===== config.mk =====
export PLATFORM = sky130hd
export DESIGN_NAME = iot_active_monitor_mc
export DESIGN_NICKNAME = d
export VERILOG_FILES = /design/src/rtl/iot_active_monitor_mc.sv
export SDC_FILE = /design/constraint.sdc
export NUM_CORES = 1
export LEC_CHECK = 0
export ABC_AREA = 1
export CORE_ASPECT_RATIO = 1.4
export CORE_MARGIN = 1.5
export CORE_UTILIZATION = 53
export DETAILED_ROUTE_END_ITERATION = 7
export GPL_TIMING_DRIVEN = 0
export PLACE_DENSITY = 0.83
export SYNTH_ARGS = -nofsm -noshare
export SYNTH_HDL_FRONTEND = slang
export SYNTH_SLANG_ARGS = --single-unit
export TNS_END_PERCENT = 5

===== constraint.sdc =====
create_clock -name clk -period 4.9 [get_ports clk]
set_input_delay 0.98 -clock clk [delete_from_list [all_inputs] [get_ports clk]]
set_output_delay 0.98 -clock clk [all_outputs]
set_load 0.01 [all_outputs]

===== src/rtl/iot_active_monitor_mc.sv =====
`default_nettype none
// ============================================================================
// Module   : iot_active_monitor_mc
// Brief    : Multi-channel connected-device counter. Keeps a total, a peak
//            hold, a high-watermark alarm and sticky over/underflow flags.
// Revision : 1.0 - initial release
// ============================================================================
module iot_active_monitor_mc #(
    parameter int               WIDTH     = 8,
    parameter int               NUM_CH    = 4,
    parameter int               CH_W      = $clog2(NUM_CH),
    parameter int               TOT_W     = WIDTH + CH_W,
    parameter int               SATURATE  = 1,
    parameter logic [TOT_W-1:0] HI_THRESH = TOT_W'(16)
) (
    input  logic             clk,
    input  logic             rst,
    input  logic             en,
    input  logic             ev_valid,
    input  logic [CH_W-1:0]  ev_ch,
    input  logic             ev_up,
    input  logic             clr_valid,
    input  logic [CH_W-1:0]  clr_ch,
    input  logic             err_clr,
    input  logic [CH_W-1:0]  rd_ch,
    output logic [WIDTH-1:0] rd_count,
    output logic [TOT_W-1:0] total,
    output logic [TOT_W-1:0] peak,
    output logic             alarm_hi,
    output logic             err_over,
    output logic             err_under
);

    localparam logic [WIDTH-1:0] c_max = {WIDTH{1'b1}};

    logic [WIDTH-1:0] r_cnt     [NUM_CH];
    logic [WIDTH-1:0] w_cnt_nxt [NUM_CH];
    logic [TOT_W-1:0] r_total;
    logic [TOT_W-1:0] r_peak;
    logic             r_alarm;
    logic             r_err_over;
    logic             r_err_under;
    logic [TOT_W-1:0] w_tot_nxt;
    logic             w_ev_acc;
    logic             w_set_over;
    logic             w_set_under;

    assign w_ev_acc = ev_valid & en;

    // A clear on the event's channel takes precedence and suppresses its error.
    always_comb begin
        w_set_over  = 1'b0;
        w_set_under = 1'b0;
        for (int i = 0; i < NUM_CH; i++) begin
            w_cnt_nxt[i] = r_cnt[i];
            if (clr_valid && (clr_ch == CH_W'(i))) begin
                w_cnt_nxt[i] = '0;
            end else if (w_ev_acc && (ev_ch == CH_W'(i))) begin
                if (ev_up) begin
                    if (r_cnt[i] == c_max) begin
                        w_set_over   = 1'b1;
                        w_cnt_nxt[i] = (SATURATE != 0) ? c_max : '0;
                    end else begin
                        w_cnt_nxt[i] = r_cnt[i] + WIDTH'(1);
                    end
                end else begin
                    if (r_cnt[i] == '0) begin
                        w_set_under  = 1'b1;
                        w_cnt_nxt[i] = (SATURATE != 0) ? '0 : c_max;
                    end else begin
                        w_cnt_nxt[i] = r_cnt[i] - WIDTH'(1);
                    end
                end
            end
        end
    end

    always_comb begin
        w_tot_nxt = '0;
        for (int i = 0; i < NUM_CH; i++) begin
            w_tot_nxt = w_tot_nxt + TOT_W'(w_cnt_nxt[i]);
        end
    end

    always_ff @(posedge clk) begin
        if (rst) begin
            for (int i = 0; i < NUM_CH; i++) begin
                r_cnt[i] <= '0;
            end
            r_total     <= '0;
            r_peak      <= '0;
            r_alarm     <= 1'b0;
            r_err_over  <= 1'b0;
            r_err_under <= 1'b0;
        end else begin
            for (int i = 0; i < NUM_CH; i++) begin
                r_cnt[i] <= w_cnt_nxt[i];
            end
            r_total <= w_tot_nxt;
            if (w_tot_nxt > r_peak) begin
                r_peak <= w_tot_nxt;
            end
            r_alarm <= (w_tot_nxt >= HI_THRESH);
            // A new error in the same cycle as err_clr keeps the flag set.
            if (w_set_over) begin
                r_err_over <= 1'b1;
            end else if (err_clr) begin
                r_err_over <= 1'b0;
            end
            if (w_set_under) begin
                r_err_under <= 1'b1;
            end else if (err_clr) begin
                r_err_under <= 1'b0;
            end
        end
    end

    assign rd_count  = r_cnt[rd_ch];
    assign total     = r_total;
    assign peak      = r_peak;
    assign alarm_hi  = r_alarm;
    assign err_over  = r_err_over;
    assign err_under = r_err_under;

endmodule
`default_nettype wire

==> flow_metrics.py <==
metrics = {
    "timing": {
        "worst_clock_skew_ns": 0.00664,
        "setup_viol": 10,
        "finalWorstSetupSlack_ns": -0.563,
        "worst_slew_pin_slew_ns": 0.571,
        "timing_max_transition_violations_final": 0,
        "number_of_hold_slack_violations_in_the_final_timing_report": 0,
        "fmax_mhz": 183,
        "unrepaired_setup_endpoints_after_global_routing": "true",
        "timing.slew.headroom": 0.619,
        "finalCriticalPeriod_ns": 5.46,
        "fin_crit_sh": 1.11,
    },
    "die": {
        "floorplan.initialDensity": 0.546,
        "floorplan.rows": 41,
        "design.core.area_um2": 9030,
        "ios": 44,
        "die-width_um": 84.5,
        "height_of_the_die_um": 117,
        "dieArea_um2": 9900,
    },
    "place": {
        "detailedPlacementHpwl_um": 11800,
        "finalWeightedCongestion": 1.01,
        "total_placed_instance_area_um2": 5570,
        "dp_slack_ns": -1.59,
        "portBuffers": 40,
    },
    "cells_and_area": {
        "n_antenna_cell": 0,
        "fraction_of_layout_cells_with_a_size_suffix_above_1": 0.275,
        "post-route-util": 0.741,
        "synthToLayoutAreaGrowth_pct": 35.6,
        "final_area_um2": 6690,
        "final_layout_fill_cell_count": 632,
        "layout.nets": 901,
    },
    "route": {
        "via_per_instance_ratio": 6.12,
        "detailroute.via_count": 5831,
        "firstDrtPassIters": 8,
        "wl_per_cell_um": 18.7,
        "route.final.wire_length_um": 17800,
        "ant_nets": 0,
        "post_route_drc_violation_count": 0,
        "dr.first_iter.drc_count": 609,
    },
    "yosys": {
        "synth_largest_type_area_fraction": 0.223,
        "synth_net_count": 796,
        "mappedNetlistArea_um2": 4930,
        "synth-main-ff-cell": "dfxtp_1",
        "synth-warning-count": 0,
        "synth_top_cells_by_area": "dfxtp_1 22%, inv_1 9.4%, nand2_1 7.8%, nor2_1 7.7%, ha_1 6.9%",
        "post_synth_inst_count": 740,
        "synthTopCellsByCount": "123 x inv_1, 103 x nand2_1, 101 x nor2_1, 61 x a21oi_1, 55 x dfxtp_1",
        "synth.distinct_cells": 48,
        "synth_seq_area_share": 0.223,
        "synth.most_common_cell": "inv_1",
        "post-synth-top-area-cell": "dfxtp_1",
        "async_reset_ff_frac": 0,
        "synth_enable_flop_cells": 0,
        "ys_seq_elements": 55,
        "synth_area_per_cell_um2": 6.66,
    },
    "setup_path": {
        "critical_path.reg2reg.startpoint": "r_cnt[2][1]$_SDFF_PP0_",
        "crit_arrival_ns": 5.71,
        "critPathSlowestCell": "fa_1",
        "critPathMaxStageDelay_ns": 0.45,
        "timing.reg2reg.worst_path_depth": 32,
        "cp_data_required_time_ns": 5.14,
        "regToRegEndpoint": "peak[2]$_SDFFE_PP0N_",
        "setup.worst_path.end_class": "register",
        "worst_path_dominant_cell_family": "adder cells",
        "worstPathMaxFanout": 5,
        "worst_setup_sp_type": "input port",
        "cp_class": "input port to register",
        "crit_buf_inv": 8,
        "cp_common_cell": "nand2_4",
        "regToRegSetupSlack_ns": -0.52,
    },
    "min_path": {
        "hp-start": "peak[6]$_SDFFE_PP0N_",
        "holdPathEnd": "peak[6]$_SDFFE_PP0N_",
        "hp-class": "register to register",
        "hold_path_depth": 2,
    },
    "grt": {
        "grt_pass1_vias": 5701,
        "globalRouteOverflowTotal": 0,
        "grt_first_pass_wirelength_um": 27200,
        "track_usage": 0.349,
        "largest_net_degree_at_the_start_of_global_routing": 18,
        "antenna_found_initial": 0,
    },
    "clocking": {
        "clock_tree_from_tritoncts": "done",
        "cts_root_buf": "clkbuf_16",
        "cts_made_buffers": 5,
        "insertion_delay_ns": 0.30,
        "cts.htree.levels": 2,
        "cts_sinks": 55,
        "ctsLongestPathBuffers": 2,
        "clkTransAtPathRegs_ns": 0.07,
    },
    "power": {
        "post-layout-total-power_w": 0.00198,
        "power_density_nw_per_um2": 297,
        "ir_worst_vdd_uv": 443,
        "leakagePower_nw": 3.02,
    },
    "job": {
        "maximum_capacitance_violations": 0,
    },
    "run_status": {
        "violations_in_the_final_reports": "negative setup slack",
        "run_status": "finished with violations",
    },
}
==> layout make-up <==
| cell class | instances | area (um^2) | share of cell area |
|---|---|---|---|
| plain buffers | 27 | 165 | 0.0247 |
| clock buffers | 6 | 139 | 0.0208 |
| clock inverters | 2 | 16.3 | 0.00243 |
| inverters | 132 | 510 | 0.0763 |
| multi-input cells | 526 | 3750 | 0.561 |
| flip-flops and latches | 55 | 1110 | 0.166 |
| well taps | 107 | 134 | 0.0200 |
| repair buffers | 98 | 860 | 0.129 |
==> worst min-delay path, stage by stage (launching register included) <==
cell     delay [ns]
dfxtp_1        0.33
a21oi_2        0.10
nor2_1         0.04
==> metrics by stage <==
stage	hold slack, ns	cells	TNS [ns]
2_1_floorplan	0.533	740	-2.41
3_3_place_gp	0.493	887	-16.25
3_5_place_dp	0.498	887	-17.89
4_1_cts	0.512	937	-2.68
5_1_grt	0.546	953	-6.87
6_report	0.515	953	-5.29
==> layout by cell type, fill, tap and decap left out, types with 4 or more instances in the layout <==
cell type	instances
and2_1	4
buf_4	52
nand3_2	6
clkbuf_16	5
ha_4	8
xor2_1	23
ha_1	18
inv_4	4
clkdlybuf4s50_1	33
clkbuf_1	12
nor2_1	88
o21ai_0	39
inv_1	94
o31ai_1	4
buf_2	7
nand2_2	14
buf_6	11
o211ai_1	16
nand2_1	88
nand2_4	5
nor2_4	9
dfxtp_1	51
nand3_1	41
nor3_1	8
clkbuf_2	4
nor3_2	5
inv_2	33
nor2_2	9
a21oi_2	15
o21ai_1	8
nor3_4	9
fa_1	14
a21oi_1	45
==> sequential cells by signal, summed over array words and instances, names as in the netlist <==
signal / cells
err_under: 1
peak: 10
err_over: 1
r_cnt: 32
alarm_hi: 1
total: 10
==> cell families (layout without fill, tap and decap cells) <==
group	Yosys count	count (layout)	synth area share
AO/OA/AOI/OAI	159	159	0.193
XOR/XNOR	28	28	0.0497
adder cells (fa/ha/maj)	43	43	0.134
buffers and inverters	159	265	0.129
flip-flops	55	55	0.223
AND/OR/NAND/NOR	296	296	0.271
==> how the worst max path moves through the flow <==
stage | cells past startpoint | startpoint | slack (ns) | to
3_5_place_dp | 32 | ev_ch[1] | -1.59 | peak[4]$_SDFFE_PP0N_
4_1_cts | 38 | r_cnt[3][0]$_SDFF_PP0_ | -0.29 | peak[4]$_SDFFE_PP0N_
2_1_floorplan | 28 | ev_ch[0] | -0.24 | peak[7]$_SDFFE_PP0N_
6_report | 31 | en | -0.56 | peak[2]$_SDFFE_PP0N_
3_3_place_gp | 30 | ev_ch[1] | -1.46 | peak[4]$_SDFFE_PP0N_
5_1_grt | 38 | r_cnt[3][0]$_SDFF_PP0_ | -0.71 | peak[2]$_SDFFE_PP0N_
==> report_power, final <==
group / switching, W / total [W] / internal [W] / leakage (nW)
sequential: 0.0000424 / 0.000537 / 0.000495 / 0.451
clock: 0.000172 / 0.000377 / 0.000205 / 0.0731
combinational: 0.000604 / 0.00107 / 0.000466 / 2.50
total: 0.000819 / 0.00198 / 0.00117 / 3.02
==> per-layer routing <==
metal,GRT usage,wire [um]
met5,0,0
met4,0.257,1580
met3,0.0554,1360
met2,0.653,9050
met1,0.349,5830
==> repair_timing <==
action | CTS | global route
hold buffers | 0 | 0
gates resized for setup | 120 | 63
cloned | 2 | 2
pin swaps | 50 | 38
setup buffers | 40 | 14
setup endpoints to repair | 13 | 11
hold endpoints to repair | 0 | 0
Power figures use the tool's default switching activity.
==> patch: new RTL, same settings <==
`WIDTH`: 8 -> 6.
--- a/src/rtl/iot_active_monitor_mc.sv
+++ b/src/rtl/iot_active_monitor_mc.sv
@@ -8,3 +8,3 @@
 module iot_active_monitor_mc #(
-    parameter int               WIDTH     = 8,
+    parameter int               WIDTH     = 6,
     parameter int               NUM_CH    = 4,
Ports: changed (resized peak, rd_count and total); port bits go from 44 to 38. The function was not compared with the original's and may differ.
==> patch against the unedited design <==
The run still ends with negative setup slack left; combinational power is 15% lower; power is 21% lower; synthesized area is 23% lower; critical path type unchanged; largest power group unchanged; design area is 19% lower; utilization is 4.4 points higher; sequential cell count is 12 lower; wire length is 23% lower; setup slack better by 0.50 ns; highest routed layer unchanged; clock skew is 0.0029 ns higher; sequential power is 21% lower.
==> patch: results (changes against the unedited design) <==
most common flop cell mapped by yosys=dfxtp_1; global-route usage over all layers=31.9% (-3.0 points); placed cell area=0.00432 mm^2 (-23%); met1 GRT Util=31.4% (-3.6 points); top cell family by delay on the critical path=adder cells; largest net degree at the start of global routing=14 (-4); ratio of cells with drive above 1 in the final layout=28.9% (+1.4 points); Cells after DPL=691 (-22%); setup total negative slack=-0.377 ns (+4.92 ns); Lkg Pwr=2.53 nW (-16%); Synthesized Nets=609 (-23%); GRT met2 Usage=60.2% (-5.1 points); Routed wire per std cell=18.0 um (-3.6%); first-pass GRT wire length=18800 um (-31%); Peak VDD IR=0.377 mV (-15%); worst hold start=err_under; critical path startpoint=ev_up; synth warn=0 (unchanged); vias in the first global route=4151 (-27%); met3 usage=5.04% (-0.50 points); Post-DP HPWL=8430 um (-29%); CTS Buf Count=5 (unchanged); Hold Crit Class=reg -> reg; CP max stage cell=fa_1; crit path max fanout=10 (+5); CTS Buffer Depth=2 (unchanged); root buffer cell=clkbuf_8; htree depth=2 (unchanged); post-synth cell types=43 (-10%); Async S/R FF share, synth=0% (unchanged); Mean Syn Cell Area=6.78 um^2 (+1.8%); Critical Path AT=5.16 ns (-0.55 ns); Reg2Reg Depth=27 (-16%); Reg clk slew, reported paths=0.09 ns (+0.02 ns); status=finished with violations; DR iter-0 viols=425 (-30%); pre-CTS setup slack=-1.16 ns (+0.435 ns); max reg flops=24 (-25%); n_diodes=0 (unchanged); failing checks=negative setup slack; # setup viols final=7 (-3); total number of vias=4499 (-23%); Psw=0.000644 W (-21%); fin cells=762 (-20%); Seq/Total Area, Yosys=22.6% (+0.28 points); initial antenna violation count=0 (unchanged); Worst R2R Start=r_cnt[1][2]; CP Launch Type=primary input; Skew-Pair Late Insertion Delay=0.30 ns (about the same); measured slew at the worst slew-check pin=0.637 ns (+0.0658 ns); Max Clock Skew=0.00958 ns (+0.00294 ns); Area contributors post-synth=dfxtp_1 23%, inv_1 9.8%, nand2_1 8.0%, ha_1 7.6%, fa_1 6.3%; Synth top cells by count=99 x inv_1, 81 x nand2_1, 61 x nor2_1; layout net count=714 (-21%); Port Buf Inserts=35 (-13%); worst setup margin=-0.0674 ns (+0.495 ns); DR pass1 iterations=5 (-3); hold depth=2 (unchanged); critical path's largest stage delay=0.55 ns (+0.10 ns); RePlAce Congestion=1.01 (+0.16%)
patch: cell count changes after synthesis, moves of 5 or more:
cell | before | now
nor2_1 | 101 | 61
a21oi_1 | 61 | 37
inv_1 | 123 | 99
nand2_1 | 103 | 81
o21ai_0 | 49 | 32
dfxtp_1 | 55 | 43
xor2_1 | 26 | 17
nand3_1 | 46 | 38
inv_2 | 7 | 0
a211oi_1 | 6 | 1
nand3_2 | 3 | 8
o211ai_1 | 16 | 11
patch: cells by family (layout without fill, tap and decap cells):
logic type | count (synthesis) | in the layout | synth area share, %
AO/OA/AOI/OAI | 106 | 106 | 16.6
XOR/XNOR | 21 | 21 | 4.83
adder cells (fa/ha/maj) | 35 | 35 | 13.9
buffers and inverters | 121 | 227 | 12.7
flip-flops | 43 | 43 | 22.6
AND/OR/NAND/NOR | 235 | 235 | 29.4
patch: final cells by class:
cell class	count	area, um^2
clock inverters	1	8.76
repair buffers	98	896
clock buffers	7	86.3
flip-flops and latches	43	873
fillers	469	1500
multi-input cells	397	2890
well taps	95	119
plain buffers	20	173
inverters	101	392
patch: metal layers:
| metal | routed length [um] | part of all wire (%) |
|---|---|---|
| met5 | 0 | 0 |
| met1 | 4550 | 33 |
| met2 | 7090 | 52 |
| met3 | 1030 | 7.5 |
| met4 | 1070 | 7.8 |
patch: timing repair:
action	in CTS	in global routing
resized for setup	60	103
pin swaps	15	38
setup buffers	39	23
endpoints found under the setup margin	8	9
gates cloned	0	2
patch: path summary, 6_finish.rpt:
kind                to  slack (ns)
max            peak[2]       -0.07
max reg2reg    peak[2]       -0.04
min reg2reg  err_under        0.50
min          err_under        0.50
patch: worst reg2reg max path, cell delays in order, from the launching register on:
cell       delay (ns)
dfxtp_1          0.32
buf_2            0.19
nor2_1           0.24
nand4_1          0.22
inv_2            0.16
o21ai_2          0.09
o31ai_4          0.07
nand2_1          0.11
nand3_2          0.10
inv_2            0.05
fa_1             0.52
fa_1             0.55
ha_2             0.20
inv_2            0.06
fa_2             0.39
nand3b_1         0.23
nand2_2          0.11
a21o_1           0.15
a21oi_4          0.07
inv_2            0.07
ha_4             0.21
nand3_4          0.09
nor2_4           0.05
nor2_4           0.12
nand2_4          0.10
clkbuf_16        0.19
a21oi_4          0.13
nor2_1           0.04
patch: power by group through the flow:
stage | registers [W] | logic, W | clock network, W
3_5_place_dp | 0.000425 | 0.000649 | 0
4_1_cts | 0.000418 | 0.000686 | 0.000243
2_1_floorplan | 0.000434 | 0.000465 | 0
5_1_grt | 0.000426 | 0.000975 | 0.000258
6_report | 0.000423 | 0.000906 | 0.000245
3_3_place_gp | 0.000423 | 0.000633 | 0
